`config.mk`:
```
export PLATFORM = sky130hd
export DESIGN_NAME = muxn_rr_flat
export DESIGN_NICKNAME = d
export VERILOG_FILES = /design/src/rtl/muxn_rr_if.sv /design/src/rtl/muxn_rr.sv /design/src/flat_wrapper.sv
export SDC_FILE = /design/constraint.sdc
export NUM_CORES = 1
export LEC_CHECK = 0
export ABC_CLOCK_PERIOD_IN_PS = 1890
export CORE_ASPECT_RATIO = 1.5
export CORE_MARGIN = 2
export CORE_UTILIZATION = 38
export DETAILED_ROUTE_END_ITERATION = 10
export PLACE_DENSITY = 0.76
export SLEW_MARGIN = 30
export SYNTH_ARGS = -nofsm -noshare
export SYNTH_HDL_FRONTEND = slang
export SYNTH_SLANG_ARGS = --single-unit
```
`constraint.sdc`:
```
create_clock -name clk -period 1.89 [get_ports clk]
set_input_delay 0.189 -clock clk [delete_from_list [all_inputs] [get_ports clk]]
set_output_delay 0.189 -clock clk [all_outputs]
set_load 0.01 [all_outputs]
```
`src/rtl/muxn_rr_if.sv`:
```
// Channel-input and registered-output handshake bundle for muxn_rr.
// The mux itself connects through the slave modport; the driving environment uses master.
interface muxn_rr_if #(
    parameter int WIDTH = 8,
    parameter int NCH   = 4,
    parameter int SELW  = 2
);
    logic [NCH*WIDTH-1:0] in_data;
    logic [NCH-1:0]       in_valid;
    logic [NCH-1:0]       in_ready;
    logic [WIDTH-1:0]     out_data;
    logic                 out_valid;
    logic [SELW-1:0]      out_ch;
    logic                 out_ready;

    modport slave (
        input  in_data, in_valid, out_ready,
        output in_ready, out_data, out_valid, out_ch
    );

    modport master (
        output in_data, in_valid, out_ready,
        input  in_ready, out_data, out_valid, out_ch
    );
endinterface

```
`src/rtl/muxn_rr.sv`:
```
// N-channel registered multiplexer with fixed-select or round-robin arbitration.
// A single output register stage; in_ready is the combinational grant of the current cycle.
module muxn_rr #(
    parameter int WIDTH = 8,
    parameter int NCH   = 4,
    parameter int SELW  = 2
) (
    input  logic            clk,
    input  logic            rst_n,
    input  logic            mode,
    input  logic [SELW-1:0] sel,
    output logic [15:0]     xfer_cnt,
    muxn_rr_if.slave        bus
);
    logic [SELW-1:0]  ptr;
    logic [SELW-1:0]  fix_ch, hi_ch, low_ch, grant_ch, ptr_next;
    logic             fix_hit, hi_hit, low_hit, cand_hit;
    logic             load, grant;
    logic [WIDTH-1:0] grant_data;

    // The output register can take a new word when empty or being drained this cycle.
    assign load = !bus.out_valid || bus.out_ready;

    // NOTE: every signal written in an always_comb gets a default first, so no path infers a latch.
    always_comb begin
        fix_ch   = '0;
        fix_hit  = 1'b0;
        hi_ch    = '0;
        hi_hit   = 1'b0;
        low_ch   = '0;
        low_hit  = 1'b0;
        cand_hit = 1'b0;
        grant_ch = '0;
        // Descending scan leaves the lowest match; hi_* only sees channels at or above ptr.
        for (int k = NCH - 1; k >= 0; k--) begin
            if (bus.in_valid[k]) begin
                low_hit = 1'b1;
                low_ch  = SELW'(k);
            end
            if (bus.in_valid[k] && (SELW'(k) >= ptr)) begin
                hi_hit = 1'b1;
                hi_ch  = SELW'(k);
            end
            if (bus.in_valid[k] && (SELW'(k) == sel)) begin
                fix_hit = 1'b1;
                fix_ch  = sel;
            end
        end
        if (mode) begin
            cand_hit = low_hit;
            grant_ch = hi_hit ? hi_ch : low_ch;
        end else begin
            cand_hit = fix_hit;
            grant_ch = fix_ch;
        end
    end

    assign grant    = rst_n && load && cand_hit;
    assign ptr_next = (grant_ch == SELW'(NCH - 1)) ? '0 : grant_ch + SELW'(1);

    always_comb begin
        bus.in_ready = '0;
        grant_data   = '0;
        for (int k = 0; k < NCH; k++) begin
            if (grant_ch == SELW'(k)) begin
                bus.in_ready[k] = grant;
                grant_data      = bus.in_data[k*WIDTH +: WIDTH];
            end
        end
    end

    // NOTE: sequential state uses non-blocking assignments so every register samples pre-edge values.
    always_ff @(posedge clk) begin
        if (!rst_n) begin
            bus.out_valid <= 1'b0;
            bus.out_data  <= '0;
            bus.out_ch    <= '0;
            ptr           <= '0;
            xfer_cnt      <= '0;
        end else begin
            if (bus.out_valid && bus.out_ready) begin
                xfer_cnt <= xfer_cnt + 16'd1;
            end
            if (grant) begin
                bus.out_data  <= grant_data;
                bus.out_ch    <= grant_ch;
                bus.out_valid <= 1'b1;
                if (mode) begin
                    ptr <= ptr_next;
                end
            end else if (bus.out_ready) begin
                bus.out_valid <= 1'b0;
            end
        end
    end
endmodule

```
`src/flat_wrapper.sv`:
```
// flat-port wrapper written by rule: the top's interface ports become plain ports
module muxn_rr_flat 
#(
    parameter int WIDTH = 8,
    parameter int NCH   = 4,
    parameter int SELW  = 2
)
  (clk, rst_n, mode, sel, xfer_cnt, bus_in_data, bus_in_valid, bus_out_ready, bus_in_ready, bus_out_data, bus_out_valid, bus_out_ch);
  muxn_rr_if #(.WIDTH(WIDTH), .NCH(NCH), .SELW(SELW)) bus_i ();
  input  logic clk;
  input  logic rst_n;
  input  logic mode;
  input  logic [SELW-1:0] sel;
  output logic [15:0] xfer_cnt;
  input wire logic [$bits(bus_i.in_data)-1:0] bus_in_data;
  input wire logic [$bits(bus_i.in_valid)-1:0] bus_in_valid;
  input wire logic [$bits(bus_i.out_ready)-1:0] bus_out_ready;
  output wire logic [$bits(bus_i.in_ready)-1:0] bus_in_ready;
  output wire logic [$bits(bus_i.out_data)-1:0] bus_out_data;
  output wire logic [$bits(bus_i.out_valid)-1:0] bus_out_valid;
  output wire logic [$bits(bus_i.out_ch)-1:0] bus_out_ch;
  assign bus_i.in_data = bus_in_data;
  assign bus_i.in_valid = bus_in_valid;
  assign bus_i.out_ready = bus_out_ready;
  assign bus_in_ready = bus_i.in_ready;
  assign bus_out_data = bus_i.out_data;
  assign bus_out_valid = bus_i.out_valid;
  assign bus_out_ch = bus_i.out_ch;
  muxn_rr #(.WIDTH(WIDTH), .NCH(NCH), .SELW(SELW)) u_core (.clk(clk), .rst_n(rst_n), .mode(mode), .sel(sel), .xfer_cnt(xfer_cnt), .bus(bus_i));
endmodule
```
==> results of run 1 <==
## timing repair
action	4_1_cts	5_1_grt
gates resized for setup	48	6
endpoints found under the setup margin	12	12
pin swaps	14	12
buffers inserted	7	2
## final cells by class
cell class / instances / area (um^2)
Timing Repair Buffer: 106 / 978
Inverter: 9 / 37.5
Tap cell: 48 / 60.1
Multi-Input combinational cell: 152 / 1220
Clock buffer: 7 / 96.3
Clock inverter: 1 / 5.00
Fill cell: 372 / 1480
Sequential cell: 29 / 588
## metal layers
metal  GRT usage [%]  vias to the layer above  routed length [um]
li1                -                      928                   -
met4            7.23                        0                  95
met1            23.5                      881                1950
met3            3.28                        9                 203
met2            38.8                       61                2810
met5               0                        -                   0
## cell families after synthesis
kind of cell               synth area share, %
muxes                                     8.14
AOI/OAI and AO/OA                         17.8
adders and majority gates                 3.60
buffers and inverters                     4.03
and+or+nand+nor                           27.0
xor gates and xnor gates                  6.05
DFF                                       33.4
## state kept, by name, indices dropped and copies added, names as in the netlist
register and count:
u_core.ptr 2, u_core.bus.out_data 8, u_core.bus.out_valid 1, u_core.bus.out_ch 2, u_core.xfer_cnt 16
## how the worst max path moves through the flow
stage,startpoint,to,cells after the start
global placement,bus_in_valid[1],bus_in_ready[2],8
detailed placement,sel[1],u_core.bus.out_data[3],10
floorplan,u_core.ptr[1],u_core.bus.out_data[0],10
global route,u_core.ptr[0],u_core.bus.out_data[4],10
CTS,u_core.ptr[1],u_core.bus.out_data[4],9
finish,u_core.ptr[0],u_core.bus.out_data[1],10
## critical path, delay by kind of cell, from the launching register on
family          cells  cell delay (ns)
compound gates      4             0.89
fa+ha+maj           1             0.17
buf+inv             3             0.32
flops               1             0.36
mux                 1             0.09
simple gates        1             0.14
## power by group
group          internal (mW)  total (mW)  leakage (nW)  switching, mW
Combinational          0.368       0.627         0.906          0.259
Sequential             0.656       0.685         0.238         0.0289
Clock                  0.329       0.565        0.0542          0.237
Total                   1.35        1.88          1.20          0.525
## cells in the final DEF, fill, tap and decap left out, drive strengths merged, types with 2 or more instances in the layout
cell type	Yosys	layout
o21a	8	8
nor3	3	3
nand2b	6	6
o21ai	4	4
ha	5	5
nor4	6	6
xor2	4	4
buf	3	38
clkbuf	4	7
inv	7	7
a21o	2	2
nor2b	4	4
clkinv	2	3
a21oi	4	4
mux2i	13	13
nand3	7	7
a221o	7	7
nor2	15	15
dfxtp	29	29
nand4	6	6
and2	4	4
clkdlybuf4s50	0	61
and3	3	3
xnor2	8	8
nand2	20	20
dlygate4sd2	0	7
a22oi	8	8
==> impl_metrics.yaml, run 1 <==
clock_network:
  clk_path_buf_depth: 2
  cts_tree: "yes"
  htree_levels: 2
  path_clk_slew_ns: 0.06
  cts_root_buf: "clkbuf_8"
  clkLatencyLatePin_ns: 0.28
  holdBufCountCts: 0
  cts-buffers-inserted: 5
  cts_sinks: 29
job:
  maxCapViolations: 0
synthesis:
  synth-seq-area-share_pct: 33.4
  yosysWarnings: 0
  syn-instance-count: 197
  synth_top_area_share_pct: 33.4
  synthesis.nets: 244
  synth_edf_count: 0
  yosys-top-cells-area: "dfxtp_1 33%, mux2i_1 7.5%, nand2_1 4.3%, a221o_1 4.0%, xnor2_1 4.0%"
  synth-async-reset-ratio_pct: 0
  syn_area_um2: 1740
  avgSynthCellArea_um2: 8.82
  ys_seq_elements: 29
  synth_cell_types: 48
  synth.most_common_cell: "dfxtp_1"
  yosys-top-cells-count: "29 x dfxtp_1, 20 x nand2_1, 15 x nor2_1, 13 x mux2i_1"
  ys_dominant_reg_cell: "dfxtp_1"
  yosys.area.top_type: "dfxtp_1"
setup_path:
  crit_top_cell: "buf_6"
  r2r-end: "u_core.bus.out_data[1]"
  crit_type: "register to register"
  r2r-start: "u_core.ptr[0]"
  ff2ff_path_depth: 10
  critPathLaunchType: "register"
  cpMaxStageDelayCell: "dfxtp_4"
  arrival_ns: 2.25
  critPathRequiredTime_ns: 2.05
  critPathMaxStageDelay_ns: 0.36
  critPathMaxFanout: 7
  reg2reg_slack_ns: -0.20
  cp-end-kind: "register"
  path_cells: "nand2b_4 > a21o_1 > a41oi_4 > buf_6 > inv_4 > ha_4 > buf_6 > a221o_1 > a22oi_2 > mux2i_1"
sta:
  min_period_ns: 2.09
  slew_headroom_pct: 72.5
  rsz0062_at_grt: "yes"
  min_period_over_period_pct: 110
  finalWorstSetupSlack_ns: -0.195
  drv_slew: 0
  timing.fmax_mhz: 480
  setup-tns-final_ns: -1.58
  holdWs_ns: 0.461
  hold_viol_final: 0
  clock_skew_ns: 0.00365
  setup_viol: 12
  worstMarginPinSlew_ns: 0.408
final_layout:
  fin_cells: 352
  drive_gt1_share_pct: 26.3
  area_growth_pct: 71.8
  final_cell_area_um2: 2990
  antenna_cells: 0
  nets: 350
  final_util_pct: 66.8
route:
  via_count: 1879
  wirelength_um: 5050
  wl_per_cell_um: 14.3
  antenna_left: 0
  drtPass1Iterations: 4
  routed_via_density: 5.34
  remaining_drc_errors: 0
  first_iter_violations: 66
die:
  io-pin-count: 73
  die_x_um: 59.2
  initial_core_util_pct: 38.9
  rows: 30
  coreArea_um2: 4470
  fp.dieArea_um2: 5140
  die_h_um: 86.8
hold_path:
  hp-start: "u_core.bus.out_data[1]"
  hold_path.class: "register to register"
  holdPathEnd: "u_core.bus.out_data[1]"
  worstHoldPathCells: 2
place:
  placed_cell_area_um2: 2710
  hpwl_um: 3740
  placed_cells: 335
  place_ws_ns: -0.638
  place_congestion: 0.880
  io_buffers: 72
outcome:
  status: "finished with violations"
  violations: "negative setup slack"
global_route:
  grt_pass1_wl_um: 8460
  grt_start_max_net_pins: 18
  antenna_found_initial: 0
  track_usage_pct: 21.0
  gr-total-overflow: 0
  grt_pass1_vias: 1934
power_and_ir_drop:
  p_per_area_nw_per_um2: 629
  power.total_mw: 1.88
  irDropWorstVdd_mv: 0.420
  leakage_nw: 1.20
Note: power is estimated with default switching activity, not from simulation.
==> inputs of run 2 (changes only) <==
--- a/config.mk
+++ b/config.mk
@@ -6,6 +6,7 @@
 export NUM_CORES = 1
 export LEC_CHECK = 0
 export ABC_CLOCK_PERIOD_IN_PS = 1890
+export CAP_MARGIN = 20
 export CORE_ASPECT_RATIO = 1.5
 export CORE_MARGIN = 2
 export CORE_UTILIZATION = 38
==> constraint.sdc (replaced) <==
create_clock -name clk -period 1.89 [get_ports clk]
set_input_delay 0.189 -clock clk [delete_from_list [all_inputs] [get_ports clk]]
set_output_delay 0.189 -clock clk [all_outputs]
set_load 0.1 [all_outputs]
==> run 2 against run 1 <==
Against the previous run:
- the flow still finishes with violations (negative setup slack)
- global-route usage increased by 2.6 points
- core utilization is 1.2 points higher
- via count grew 4.0%
- final cell count is 0.28% lower
- first-iteration DRC count increased by 11%
- die area stayed put
- highest routed layer unchanged
==> impl_metrics.yaml, run 2 (synthesis gave the netlist of run 1 again) <==
setup_path:
  r2r-start: "u_core.ptr[1]"
  critPathMaxFanout: 7
  ff2ff_path_depth: 10
  crit_type: "register to register"
  arrival_ns: 2.29
  cp-end-kind: "register"
  critPathLaunchType: "register"
  critPathRequiredTime_ns: 2.05
  reg2reg_slack_ns: -0.23
  r2r-end: "u_core.bus.out_data[1]"
sta:
  drv_slew: 0
  min_period_over_period_pct: 112
  holdWs_ns: 0.462
  finalWorstSetupSlack_ns: -0.232
  setup-tns-final_ns: -2.36
  hold_viol_final: 0
  timing.fmax_mhz: 471
  rsz0062_at_grt: "yes"
  clock_skew_ns: 0.00475
  slew_headroom_pct: 73.2
  worstMarginPinSlew_ns: 0.398
  setup_viol: 12
  min_period_ns: 2.12
global_route:
  grt_pass1_wl_um: 9210
  track_usage_pct: 23.6
  grt_pass1_vias: 1956
  grt_start_max_net_pins: 16
  gr-total-overflow: 0
  antenna_found_initial: 0
final_layout:
  multiInputGateArea_um2: 1270
  antenna_cells: 0
  largest_registers: "u_core.xfer_cnt x16, u_core.bus.out_data x8"
  layout_common_cells: "56 x buf_4, 34 x clkdlybuf4s50_1, 19 x nand2_1"
  nets: 350
  n_fill_cell: 351
  area_growth_pct: 74.9
  top_register: "u_core.xfer_cnt"
  seq_area_um2: 603
  final_common_cell: "buf_4"
  drive_gt1_share_pct: 41.3
  final_cell_area_um2: 3040
  largest_reg_flops: 16
die:
  die_h_um: 86.8
  die_x_um: 59.2
  initial_core_util_pct: 38.9
  rows: 30
  fp.dieArea_um2: 5140
  io-pin-count: 73
  coreArea_um2: 4470
power_and_ir_drop:
  combPwrFrac_pct: 45.2
  p_switching_uw: 867
  irDropWorstVdd_mv: 0.550
  p_per_area_nw_per_um2: 723
  switching_share_pct: 39.5
  seqPwrFrac_pct: 31.6
  leakage_nw: 1.27
  power.total_mw: 2.20
  clkPwrFrac_pct: 23.3
  intPower_mw: 1.33
outcome:
  status: "finished with violations"
  violations: "negative setup slack"
place:
  place_ws_ns: -0.789
  place_congestion: 0.836
  hpwl_um: 4110
  placed_cell_area_um2: 2740
  io_buffers: 72
clock_network:
  clk_path_buf_depth: 2
  cts_sinks: 29
  clkLatencyLatePin_ns: 0.27
  cts_tree: "yes"
  holdBufCountCts: 0
  cts-buffers-inserted: 5
  htree_levels: 2
  cts_root_buf: "clkbuf_8"
  path_clk_slew_ns: 0.06
route:
  remaining_drc_errors: 0
  wl_per_cell_um: 16.6
  wirelength_um: 5820
  via_count: 1955
  drtPass1Iterations: 4
  routed_via_density: 5.57
  first_iter_violations: 73
  antenna_left: 0
hold_path:
  hold_path.class: "register to register"
  holdPathEnd: "u_core.bus.out_data[1]"
  worstHoldPathCells: 2
  hp-start: "u_core.bus.out_data[1]"
job:
  maxCapViolations: 0
==> run 2: cell count changes in the layout (fill, tap and decap cells not counted), moves of 4 or more <==
cell and change:
dfxtp_1 -12, buf_12 +4, dfxtp_2 +12, buf_4 +27
clkdlybuf4s50_1 -27
==> run 2: power by group through the flow <==
stage | sequential, mW | clock, mW | combinational [mW]
finish | 0.693 | 0.512 | 0.992
CTS | 0.691 | 0.523 | 0.943
global placement | 0.703 | 0 | 0.865
floorplan | 0.995 | 0 | 0.297
global route | 0.699 | 0.551 | 1.03
detailed placement | 0.705 | 0 | 0.873
==> run 2: worst max-delay path by stage <==
stage | startpoint | to | slack, ns | cells after the start
after CTS | u_core.ptr[1] | bus_in_ready[0] | -0.18 | 8
final | u_core.ptr[1] | u_core.bus.out_data[1] | -0.23 | 10
after floorplan | sel[1] | bus_in_ready[2] | -0.09 | 7
after detailed placement | sel[1] | u_core.bus.out_data[4] | -0.79 | 10
after global routing | u_core.ptr[1] | u_core.bus.out_data[1] | -0.32 | 10
after global placement | sel[1] | u_core.bus.out_data[2] | -0.70 | 10
==> run 2: metal layers <==
metal	GRT usage, %	part of all wire [%]	vias up
met5	0	0	-
met4	12.4	5.1	0
met3	5.67	4.6	30
met2	40.9	52	89
met1	25.7	38	906
li1	-	-	930
==> run 2: layout make-up <==
| cell class | count | share of cell area (%) |
|---|---|---|
| multi-input combinational | 152 | 41.8 |
| timing repair buffer | 106 | 31.6 |
| sequential | 29 | 19.8 |
| clock buffer | 7 | 2.84 |
| tap | 48 | 1.98 |
| inverter | 9 | 1.93 |
==> run 2: timing repair <==
item                                    CTS  global route
resized for setup                        30            10
setup buffers                             8             1
endpoints found under the setup margin   12            12
pin swaps                                12             5
==> run 2: critical path: stages, from the launching register on <==
cell and delay, ns:
dfxtp_2 0.36, nand2b_4 0.13, a21oi_2 0.04, o211ai_1 0.31, and2_4 0.25, ha_4 0.18
buf_6 0.12, nor2b_4 0.05, a221o_1 0.34, a22oi_2 0.13, mux2i_1 0.09
==> run 2: metrics by stage <==
| step | std cells | util [%] |
|---|---|---|
| 2_1_floorplan | 197 | - |
| 3_3_place_gp | 335 | 61.3 |
| 3_5_place_dp | 335 | 61.3 |
| 4_1_cts | 350 | 66.8 |
| 5_1_grt | 351 | 68.0 |
| 6_report | 351 | 68.0 |
